**config.mk**
```make
export PLATFORM = sky130hd
export DESIGN_NAME = shifter_left_32bits
export DESIGN_NICKNAME = d
export VERILOG_FILES = /design/src/rtl/shifter_left_32bits_pkg.sv /design/src/rtl/shifter_left_32bits_full_subtractor_8bits.sv /design/src/rtl/shifter_left_32bits.sv
export SDC_FILE = /design/constraint.sdc
export NUM_CORES = 1
export LEC_CHECK = 0
export ABC_AREA = 1
export CORE_MARGIN = 3
export CORE_UTILIZATION = 51
export DETAILED_ROUTE_END_ITERATION = 7
export HOLD_SLACK_MARGIN = 0.1
export PLACE_DENSITY = 0.82
export SLEW_MARGIN = 20
export SYNTH_ARGS = -nofsm -noshare
export SYNTH_HDL_FRONTEND = slang
export SYNTH_SLANG_ARGS = --single-unit
```
**constraint.sdc**
```tcl
create_clock -name clk -period 5.05 [get_ports clk]
set_input_delay 0.7575 -clock clk [delete_from_list [all_inputs] [get_ports clk]]
set_output_delay 0.7575 -clock clk [all_outputs]
set_load 0.005 [all_outputs]
```
**src/rtl/shifter_left_32bits_pkg.sv**
```systemverilog
// rtl/shifter_left_32bits_pkg.sv - shared constants and types for the normalisation stage
// Purpose: widths, normalisation target and datapath typedefs used by
//          shifter_left_32bits and its subtractor sub-block.
// Ports:   none (package).
package shifter_left_32bits_pkg;

   localparam int SIG_W   = 32;
   localparam int EXP_W   = 8;
   localparam int SHAMT_W = 5;

   // Bit position the leading one is normalised to.
   localparam logic [EXP_W-1:0] TARGET = 8'd23;

   typedef logic [SIG_W-1:0] sig_t;
   typedef logic [EXP_W-1:0] exp_t;

endpackage

```
**src/rtl/shifter_left_32bits_full_subtractor_8bits.sv**
```systemverilog
// rtl/shifter_left_32bits_full_subtractor_8bits.sv - 8-bit ripple full subtractor
// Purpose: diff = a - b - bin (modulo 256) with borrow-out, built from a
//          chain of 1-bit full subtractors.
// Ports:   a, b    in  8  minuend / subtrahend
//          bin     in  1  borrow-in
//          diff    out 8  difference
//          bout    out 1  borrow-out of the MSB cell
module full_subtractor_8bits
   import shifter_left_32bits_pkg::*;
(
   input  logic [EXP_W-1:0] a,
   input  logic [EXP_W-1:0] b,
   input  logic             bin,
   output logic [EXP_W-1:0] diff,
   output logic             bout
);

   // borrow[k] is the borrow into cell k; borrow[EXP_W] leaves the MSB.
   logic [EXP_W:0] borrow;

   assign borrow[0] = bin;

   for (genvar k = 0; k < EXP_W; k++) begin : g_cell
      assign diff[k]     = a[k] ^ b[k] ^ borrow[k];
      assign borrow[k+1] = (~a[k] & b[k]) | (~(a[k] ^ b[k]) & borrow[k]);
   end

   assign bout = borrow[EXP_W];

endmodule

```
**src/rtl/shifter_left_32bits.sv**
```systemverilog
// rtl/shifter_left_32bits.sv - registered left-normalisation of a 32-bit significand
// Purpose: shifts sig left so its leading one lands at bit TARGET and
//          lowers the exponent by the same amount; one register stage.
// Ports:   clk        in  1   rising-edge clock
//          rst        in  1   synchronous active-high reset
//          in_valid   in  1   input sample valid
//          sig        in  32  unnormalised significand
//          ex_a       in  8   exponent of sig
//          lead       in  6   leading-one index (32..63 = zero significand)
//          out_valid  out 1   registered in_valid
//          sig_sub    out 32  normalised significand
//          ex_sub     out 8   adjusted exponent
//          shift_neg  out 1   lead above TARGET, no shift applied
//          ex_borrow  out 1   exponent underflow borrow
module shifter_left_32bits
   import shifter_left_32bits_pkg::*;
(
   input  logic        clk,
   input  logic        rst,
   input  logic        in_valid,
   input  logic [31:0] sig,
   input  logic [7:0]  ex_a,
   input  logic [5:0]  lead,
   output logic        out_valid,
   output logic [31:0] sig_sub,
   output logic [7:0]  ex_sub,
   output logic        shift_neg,
   output logic        ex_borrow
);

   exp_t shamt8;
   logic b0;
   exp_t ex_diff;
   logic ex_bout;
   sig_t shifted;

   logic out_valid_q;
   sig_t sig_sub_q,   sig_sub_d;
   exp_t ex_sub_q,    ex_sub_d;
   logic shift_neg_q, shift_neg_d;
   logic ex_borrow_q, ex_borrow_d;

   // shamt8 = TARGET - lead; a borrow means lead is above the target
   // (including the zero / illegal encodings 32..63).
   full_subtractor_8bits u_shamt_sub (
      .a    (TARGET),
      .b    ({2'b00, lead}),
      .bin  (1'b0),
      .diff (shamt8),
      .bout (b0)
   );

   full_subtractor_8bits u_exp_sub (
      .a    (ex_a),
      .b    (shamt8),
      .bin  (1'b0),
      .diff (ex_diff),
      .bout (ex_bout)
   );

   // Five-stage barrel shifter; when b0=0, shamt8 <= 23 so bits [4:0] carry
   // the full amount.
   always_comb begin
      shifted = sig;
      if (shamt8[0]) shifted = {shifted[30:0], 1'b0};
      if (shamt8[1]) shifted = {shifted[29:0], 2'b0};
      if (shamt8[2]) shifted = {shifted[27:0], 4'b0};
      if (shamt8[3]) shifted = {shifted[23:0], 8'b0};
      if (shamt8[4]) shifted = {shifted[15:0], 16'b0};
   end

   always_comb begin
      sig_sub_d   = shifted;
      ex_sub_d    = ex_diff;
      shift_neg_d = 1'b0;
      ex_borrow_d = ex_bout;
      if (b0) begin
         sig_sub_d   = sig;
         ex_sub_d    = ex_a;
         shift_neg_d = 1'b1;
         ex_borrow_d = 1'b0;
      end
   end

   always_ff @(posedge clk) begin
      if (rst) begin
         out_valid_q <= 1'b0;
         sig_sub_q   <= '0;
         ex_sub_q    <= '0;
         shift_neg_q <= 1'b0;
         ex_borrow_q <= 1'b0;
      end else begin
         out_valid_q <= in_valid;
         // Data registers hold across idle cycles.
         if (in_valid) begin
            sig_sub_q   <= sig_sub_d;
            ex_sub_q    <= ex_sub_d;
            shift_neg_q <= shift_neg_d;
            ex_borrow_q <= ex_borrow_d;
         end
      end
   end

   assign out_valid = out_valid_q;
   assign sig_sub   = sig_sub_q;
   assign ex_sub    = ex_sub_q;
   assign shift_neg = shift_neg_q;
   assign ex_borrow = ex_borrow_q;

endmodule

```
### Yosys cells after proc, flatten, opt, wreduce, memory -nomap -nowiden

Index checks and enable logic that the tools add are counted.

| word-level totals | value |
|---|---|
| bits in registers | 43 |
| bits of input ports | 49 |
| output and inout bits | 43 |
| word-level logic and storage cells | 76 |

| cells by class | value |
|---|---|
| mux-type cells | 9 |
| bitwise operators | 62 |

Operator list:

| operator | count |
|---|---|
| $mux 32 | 6 |
| $not 1->1 | 20 |
| $and 1x1->1 | 17 |
| $xor 1x1->1 | 17 |
| $mux 8 | 1 |
| $or 1x1->1 | 8 |
| $mux 1 | 2 |

### Depth between registers and ports, before layout

Gate-level depths: netlist (run 1).

| depth | value |
|---|---|
| depth after elaboration | 18 |
| gate-level depth with buffers | 17 |
| depth with buffers taken out | 16 |

### Hierarchy

Synthesis (run 1) repeated with hierarchy kept, for this count alone.

| unflattened totals | value |
|---|---|
| cells, all modules | 665 |
| area total of the unflattened synthesis | 3,872.5 um2 |

Modules (own cells, without submodules):

| module | instances | cells an instance | area an instance (um2) | seq. area each (um2) |
|---|---|---|---|---|
| shifter_left_32bits | 1 | 613 | 3,417.0 | 860.8 |
| full_subtractor_8bits | 2 | 26 | 227.7 | 0.0 |

### Worst setup path after synthesis (run 1)

No wires, ideal clock.

| path | value |
|---|---|
| kind | input to register |
| start | in lead[0] |
| end | reg ex_sub_q[7], in the netlist ex_sub[7] |
| library setup time | 0.110 ns |
| arrival | 3.979 ns |
| data required time | 4.940 ns |
| slack | 0.961 ns |
| cell stages on the path | 17 |
| path buffers | 1 |
| cell sequence | inv_2 buf_6 ha_1 inv_1 fa_1 fa_1 inv_1 fa_1 inv_1 fa_1 fa_1 fa_1 fa_1 nand2_1 nand3_1 nand2_1 inv_1 |

| on the way | value |
|---|---|
| word-level cells in the longest chain between the ends | 16 |

RTL lines:

| item | line | source |
|---|---|---|
| start: declaration | shifter_left_32bits.sv:23 | `input logic [5:0] lead,` |
| $not 1->1 (no source line) | - |  |
| $and 1x1->1 (2 in a row) | shifter_left_32bits_full_subtractor_8bits.sv:25 | `assign borrow[k+1] = (~a[k] & b[k]) \| (~(a[k] ^ b[k]) & borrow[k]);` |
| $or 1x1->1 | shifter_left_32bits_full_subtractor_8bits.sv:25 |  |
| $and 1x1->1 | shifter_left_32bits_full_subtractor_8bits.sv:25 |  |
| $or 1x1->1 | shifter_left_32bits_full_subtractor_8bits.sv:25 |  |
| $and 1x1->1 | shifter_left_32bits_full_subtractor_8bits.sv:25 |  |
| $or 1x1->1 | shifter_left_32bits_full_subtractor_8bits.sv:25 |  |
| $and 1x1->1 | shifter_left_32bits_full_subtractor_8bits.sv:25 |  |
| $or 1x1->1 | shifter_left_32bits_full_subtractor_8bits.sv:25 |  |
| $and 1x1->1 | shifter_left_32bits_full_subtractor_8bits.sv:25 |  |
| $or 1x1->1 | shifter_left_32bits_full_subtractor_8bits.sv:25 |  |
| $and 1x1->1 | shifter_left_32bits_full_subtractor_8bits.sv:25 |  |
| $or 1x1->1 | shifter_left_32bits_full_subtractor_8bits.sv:25 |  |
| $xor 1x1->1 | shifter_left_32bits_full_subtractor_8bits.sv:24 | `assign diff[k] = a[k] ^ b[k] ^ borrow[k];` |
| $mux 8 | shifter_left_32bits.sv:77 | `if (b0) begin` |
| end signal: assignment | shifter_left_32bits.sv:97 | `ex_sub_q <= ex_sub_d;` |
| end: declaration | shifter_left_32bits.sv:39 | `exp_t ex_sub_q, ex_sub_d;` |

Every way passes these cells.
A chain may end at the register's enable or synchronous reset.

### Final worst setup path (run 1)

| path | value |
|---|---|
| start | in ex_a[0] |
| end | reg ex_sub_q[7], in the netlist ex_sub[7] |

| on the way | value |
|---|---|
| word-level cells in the longest chain between the ends | 16 |

RTL lines:

| item | line | source |
|---|---|---|
| start: declaration | shifter_left_32bits.sv:22 | `input logic [7:0] ex_a,` |
| $not 1->1 | shifter_left_32bits_full_subtractor_8bits.sv:25 |  |
| $and 1x1->1 (2 in a row) | shifter_left_32bits_full_subtractor_8bits.sv:25 |  |
| $or 1x1->1 | shifter_left_32bits_full_subtractor_8bits.sv:25 |  |
| $and 1x1->1 | shifter_left_32bits_full_subtractor_8bits.sv:25 |  |
| $or 1x1->1 | shifter_left_32bits_full_subtractor_8bits.sv:25 |  |
| $and 1x1->1 | shifter_left_32bits_full_subtractor_8bits.sv:25 |  |
| $or 1x1->1 | shifter_left_32bits_full_subtractor_8bits.sv:25 |  |
| $and 1x1->1 | shifter_left_32bits_full_subtractor_8bits.sv:25 |  |
| $or 1x1->1 | shifter_left_32bits_full_subtractor_8bits.sv:25 |  |
| $and 1x1->1 | shifter_left_32bits_full_subtractor_8bits.sv:25 |  |
| $or 1x1->1 | shifter_left_32bits_full_subtractor_8bits.sv:25 |  |
| $and 1x1->1 | shifter_left_32bits_full_subtractor_8bits.sv:25 |  |
| $or 1x1->1 | shifter_left_32bits_full_subtractor_8bits.sv:25 |  |
| $xor 1x1->1 | shifter_left_32bits_full_subtractor_8bits.sv:24 |  |
| $mux 8 | shifter_left_32bits.sv:77 |  |

Every way passes these cells.

==> results.tsv, run 1 <==
stage	metric	value	unit
sta	Slew @ Worst Pin	1.08	ns
worst_hold_path	Tightest Hold Check Type	reg2reg	
cts	CTS buffer count	5	
sta	Final Hold Viols	0	
worst_hold_path	hold path startpoint	sig_sub[0]	
floorplan	DIE AREA	0.00831	sq mm
floorplan	Die Ht	91.2	um
setup_path	Startpoint Class	primary input	
setup_path	Worst R2R Start	ex_sub[0]	
logic_synthesis	Avg Inst Size Synth	6.17	sq um
logic_synthesis	area leader, netlist	nand3_1	
global_routing	antenna violations before repair	0	
place	Placer Congestion	1.03	
route	Final ANT Viol Nets	0	
global_routing	first-pass GRT wire length	22.0	mm
logic_synthesis	post-synth top area share	0.261	
power_and_ir_drop	clock power share	0.275	
logic_synthesis	commonest cells in the synthesized netlist	nand3_1 (193), nand2_1 (146), dfxtp_1 (43)	
global_routing	largest net degree at the start of global routing	49	
sta	FMAX	238	MHz
setup_path	critical path arrival	4.41	ns
cts	# hold bufs at CTS	0	
floorplan	initial core utilization	0.536	
run	max_cap viols	0	
global_routing	gr usage total	0.330	
cts	Post-CTS Setup Repair Bufs	0	
layout	FF+latch area	861	sq um
route	vias per cell	6.06	
sta	setup repair after global routing missed its margin	no	
place	Post-DP Area	0.00454	sq mm
layout	Area Overhead vs Synth	25.7	%
sta	setup TNS	0	ns
cts	clk buf depth	2	
power_and_ir_drop	Power Internal	0.000663	W
place	Placed Cells	752	
route	top sig layer	met4	
setup_path	worst setup path startpoint	ex_a[0]	
logic_synthesis	syn nets	659	
route	met3 wire length	1.27	mm
sta	Setup violations, final	0	
floorplan	IO Pins	92	
layout	fin area	0.00465	sq mm
route	DR WL/cell	18.1	um
global_routing	grt total ovfl	0	
sta	Final Skew	0	ns
logic_synthesis	Cells after Synth	600	
logic_synthesis	Mapped Area	0.00370	sq mm
global_routing	vias in the first global route	4246	
worst_hold_path	Hold Crit Depth	2	
layout	# fillers	650	
sta	fin crit period	4.20	ns
layout	layout cells sized above 1	0.0678	
power_and_ir_drop	Sw Share	0.352	
cts	CTS resizes	0	
sta	Hold WS	0.494	ns
route	M1 WL	5.57	mm
place	Post-DP HPWL	10.1	mm
setup_path	Buf+Inv Stages, Crit Path	6	
power_and_ir_drop	PnR Total Power	0.00102	W
cts	CTS clk-pin slew, worst paths	0.09	ns
logic_synthesis	synth top area cells	nand3_1 (26%), dfxtp_1 (23%), nand2_1 (15%)	
power_and_ir_drop	Sequential Power Share	0.368	
route	wirelength, routed	13.7	mm
route	Iteration-0 DRC Markers	586	
setup_path	Critical Path Slowest Stage Cell	fa_1	
floorplan	# rows	30	
cts	Num Clock Sinks	43	
setup_path	reg2reg path depth	4	
sta	period utilization	0.831	
power_and_ir_drop	Comb pwr share	0.357	
setup_path	crit-path max FO	2	
logic_synthesis	Async SR Flop Fraction	0	
route	First-pass DRT Iterations	5	
layout	fin nets	722	
logic_synthesis	Post-synth EDFFs	0	
power_and_ir_drop	Leak	1.98	nW
setup_path	Worst path max stage delay	0.45	ns
floorplan	core area	0.00691	sq mm
outcome	status	finished, final reports clean	
setup_path	cell depth of the worst setup path	17	
cts	clock root buffer master	clkbuf_8	
setup_path	critical path class	in2reg	
cts	CTS H-tree depth	2	
logic_synthesis	Synth Flop Type	dfxtp_1	
setup_path	CP cell instances	clkdlybuf4s50_1 > inv_1 > ha_1 > inv_1 > fa_1 > fa_1 > inv_1 > fa_1 > inv_1 > fa_1 > fa_1 > fa_1 > fa_1 > nand2_1 > nand3_1 > nand2_1 > inv_1	
route	met2 wire length	6.31	mm
place	port bufs	91	
cts	clock latency on the worst-skew pair	0.31	ns
route	DR DRC count	0	
power_and_ir_drop	Max VDD drop	0.162	mV
logic_synthesis	sequential fraction of the synthesis area	0.233	
setup_path	CP Data Required Time	5.27	ns
logic_synthesis	Yosys warnings	0	
logic_synthesis	library cells used by synthesis	34	
logic_synthesis	flops & latches, synth	43	
layout	multi-input gate area in the final layout	0.00242	sq mm
logic_synthesis	most frequent cell after synthesis	nand3_1	
setup_path	Most common cell on crit path	fa_1	
layout	Finished Layout Cells	760	
cts	CTS tree	yes	
power_and_ir_drop	Power Density	220	mW/mm^2
route	DR vias	4603	
layout	ANT cells	0	
sta	max_slew headroom	0.281	
power_and_ir_drop	switching power	0.000360	W
sta	Slew Viols, Final	0	
floorplan	die width	91.2	um
setup_path	Worst path top cell family by delay	adder cells	
setup_path	Worst Setup End Kind	flip-flop	
[metrics by stage]
stage	util	worst slack, ns
finish	0.674	0.854
global placement	0.657	0.574
floorplan	-	0.961
global route	0.674	0.659
CTS	0.674	0.840
detailed placement	0.657	0.506
[flip-flops by register name, indices dropped and copies added (netlist names)]
| name | flops |
|---|---|
| ex_borrow | 1 |
| sig_sub | 32 |
| ex_sub | 8 |
| shift_neg | 1 |
| out_valid | 1 |
[power by group through the flow]
stage                     clock network, W  logic [W]  registers (W)
after CTS                         0.000280   0.000361       0.000377
final                             0.000282   0.000365       0.000377
after floorplan                          0   0.000211       0.000384
after global routing              0.000294   0.000402       0.000379
after global placement                   0   0.000353       0.000383
after detailed placement                 0   0.000359       0.000384
[placed cells by master, fill, tap and decap left out, types with 2 or more instances in the layout]
cell type,Yosys,routed
a21oi_1,12,12
a21oi_2,2,2
a31oi_1,21,21
buf_4,4,8
clkbuf_8,0,5
clkdlybuf4s50_1,0,90
clkinv_1,2,2
dfxtp_1,43,43
fa_1,7,7
ha_1,3,3
inv_1,40,40
inv_2,3,3
nand2_1,146,146
nand2_2,7,7
nand3_1,193,193
nand4_1,3,3
nor2_1,25,25
nor2_2,4,4
o211ai_1,9,9
o211ai_2,6,6
o21ai_0,17,17
o21ai_1,4,4
o21ai_2,2,2
[tightest hold or removal path, stage by stage, from the launching register on]
cell and delay, ns:
dfxtp_1 0.32, nand2_1 0.06, a31oi_1 0.07
[path summary, 6_finish.rpt]
kind | to | slack [ns]
worst max-delay path | ex_sub[7] | 0.85
worst min-delay path | sig_sub[0] | 0.49
worst max register to register | ex_sub[0] | 4.19
worst min register to register | sig_sub[0] | 0.49
[layout make-up]
cell class	instances	share of cell area
Sequential cell	43	0.185
Timing Repair Buffer	99	0.208
Inverter	45	0.0363
Tap cell	96	0.0258
Multi-Input combinational cell	469	0.521
Clock buffer	5	0.0148
Clock inverter	3	0.00941
[metal layers]
metal  vias to the layer above  track usage
met5                         -            0
met4                         0        0.144
met3                        49       0.0663
met2                       288        0.524
met1                      2093        0.434
li1                       2173            -
[logic make-up after synthesis]
group,share of synthesized area
simple gates,0.474
flops,0.233
buf+inv,0.112
fa+ha+maj,0.0480
compound gates,0.133
Note: power is estimated with default switching activity, not from simulation.
==> run 2, diff against run 1 <==
CORE_UTILIZATION = 46   (was 51)
PLACE_DENSITY = 0.78   (was 0.82)
clock period = 3.7 ns   (was 5.05 ns; I/O delays follow)
==> run 2 against run 1 <==
Critical path depth unchanged. Sequential power rose by 36%. Register-to-register slack worse by 1.3 ns. Final area up 4.9%. Critical path type unchanged. Largest power group is now combinational logic. Highest routed layer unchanged.
==> results.tsv, run 2 (synthesis gave the netlist of run 1 again) <==
stage	metric	value	unit
outcome	status	finished, final reports clean	
sta	Slew Viols, Final	0	
setup_path	Worst Setup End Kind	flip-flop	
layout	fin nets	748	
sta	Final Skew	0	ns
global_routing	grt total ovfl	0	
floorplan	# rows	32	
layout	# fillers	714	
cts	Num Clock Sinks	43	
cts	CTS clk-pin slew, worst paths	0.09	ns
cts	clk buf depth	2	
setup_path	Worst path top cell family by delay	adder cells	
sta	setup repair after global routing missed its margin	no	
floorplan	core area	0.00777	sq mm
cts	# hold bufs at CTS	0	
power_and_ir_drop	Power Density	292	mW/mm^2
route	wirelength, routed	13.9	mm
setup_path	CP Data Required Time	3.91	ns
global_routing	first-pass GRT wire length	22.0	mm
sta	period utilization	0.967	
setup_path	CP cell instances	clkdlybuf4s15_1 > inv_1 > ha_2 > inv_2 > fa_2 > fa_2 > inv_2 > fa_2 > inv_2 > fa_2 > fa_2 > fa_2 > fa_1 > nand2_1 > nand3_1 > nand2_1 > inv_1	
floorplan	DIE AREA	0.00915	sq mm
layout	multi-input gate area in the final layout	0.00245	sq mm
place	Post-DP HPWL	9.83	mm
setup_path	Startpoint Class	primary input	
route	Final ANT Viol Nets	0	
power_and_ir_drop	Max VDD drop	0.158	mV
global_routing	antenna violations before repair	0	
setup_path	Worst path max stage delay	0.45	ns
setup_path	reg2reg path depth	4	
sta	Hold WS	0.492	ns
cts	CTS tree	yes	
run	max_cap viols	0	
route	DR vias	4659	
route	DR WL/cell	17.5	um
setup_path	flop2flop setup slack	2.86	ns
floorplan	initial core utilization	0.476	
sta	FMAX	280	MHz
layout	commonest non-fill, non-tap cell in the layout	nand3_1	
place	Setup WS pre-CTS	-0.518	ns
layout	Final Util	0.629	
sta	max_slew headroom	0.313	
cts	clock root buffer master	clkbuf_8	
sta	Final Hold Viols	0	
global_routing	largest net degree at the start of global routing	49	
route	First-pass DRT Iterations	7	
cts	clock latency on the worst-skew pair	0.30	ns
setup_path	Worst R2R Start	sig_sub[23]	
setup_path	cell depth of the worst setup path	17	
setup_path	critical path class	in2reg	
sta	worst setup margin	0.122	ns
setup_path	worst setup path startpoint	ex_a[0]	
route	vias per cell	5.88	
setup_path	Critical Path Slowest Stage Cell	fa_1	
layout	layout cells sized above 1	0.119	
worst_hold_path	Tightest Hold Check Type	reg2reg	
setup_path	Most common cell on crit path	fa_2	
setup_path	critical path arrival	3.79	ns
setup_path	r2r endpoint	sig_sub[23]	
layout	max reg flops	32	
cts	CTS buffer count	5	
sta	Setup violations, final	0	
route	DR DRC count	0	
layout	ANT cells	0	
layout	FF+latch area	861	sq um
global_routing	gr usage total	0.312	
sta	fin crit period	3.58	ns
global_routing	vias in the first global route	4315	
sta	Slew @ Worst Pin	1.03	ns
power_and_ir_drop	Leak	2.10	nW
floorplan	IO Pins	92	
floorplan	Die Ht	95.7	um
place	Placer Congestion	0.981	
sta	setup TNS	0	ns
setup_path	Critical path destination	ex_sub[7]	
floorplan	die width	95.7	um
layout	commonest non-fill, non-tap cells in the layout	nand3_1 (193), nand2_1 (146), clkdlybuf4s50_1 (89)	
setup_path	Buf+Inv Stages, Crit Path	6	
cts	CTS H-tree depth	2	
place	port bufs	91	
route	Iteration-0 DRC Markers	328	
setup_path	crit-path max FO	2	
layout	Area Overhead vs Synth	32.0	%
-- run 2: cell types whose count changed in the layout (fill, tap and decap cells not counted), sizes merged --
cell           previous run  this run
clkdlybuf4s15             0         1
buf                       9        35
clkdlybuf4s50            90        89
-- run 2: worst min path at each step --
| stage | start | to | depth (start not counted) |
|---|---|---|---|
| 2_1_floorplan | ex_borrow | ex_borrow | 2 |
| 3_3_place_gp | sig_sub[15] | sig_sub[15] | 2 |
| 3_5_place_dp | sig_sub[6] | sig_sub[6] | 2 |
| 4_1_cts | sig_sub[5] | sig_sub[5] | 2 |
| 5_1_grt | sig_sub[3] | sig_sub[3] | 2 |
| 6_report | sig_sub[3] | sig_sub[3] | 2 |
-- run 2: cell type report --
| class | instances | share of cell area |
|---|---|---|
| Multi-Input combinational cell | 469 | 0.502 |
| Timing Repair Buffer | 125 | 0.238 |
| Sequential cell | 43 | 0.176 |
| Inverter | 45 | 0.0351 |
| Tap cell | 102 | 0.0261 |
| Clock buffer | 5 | 0.0141 |
| Clock inverter | 3 | 0.00897 |
-- run 2: timing repair --
item	4_1_cts	5_1_grt
setup endpoints to repair	2	2
resized for setup	5	4
buffers inserted	24	0
endpoints found under the hold margin	0	0
pin swaps	8	4
-- run 2: per-stage QoR --
step           power [W]  cell area [sq um]  instances
6_report         0.00142               4880        792
5_1_grt          0.00150               4880        792
4_1_cts          0.00141               4880        793
3_5_place_dp     0.00102               4580        761
3_3_place_gp     0.00101               4580        761
2_1_floorplan   0.000815               3710        600
-- run 2: tightest hold or removal path: cells and delay by family, from the launching register on --
kind	cells	cell delay [ns]
compound gates	1	0.07
flops	1	0.32
simple gates	1	0.06
-- run 2: power breakdown --
group	switching, W	leakage, nW	internal (W)	total [W]
clock	0.000182	0.0581	0.000201	0.000384
sequential	0.0000176	0.354	0.000495	0.000513
combinational	0.000298	1.68	0.000229	0.000527
-- run 2: metal layers --
metal	vias up	part of all wire	GRT usage
met4	0	0.028	0.0983
li1	2226	-	-
met5	-	0	0
met1	2122	0.42	0.410
met2	275	0.46	0.505
met3	36	0.094	0.0710
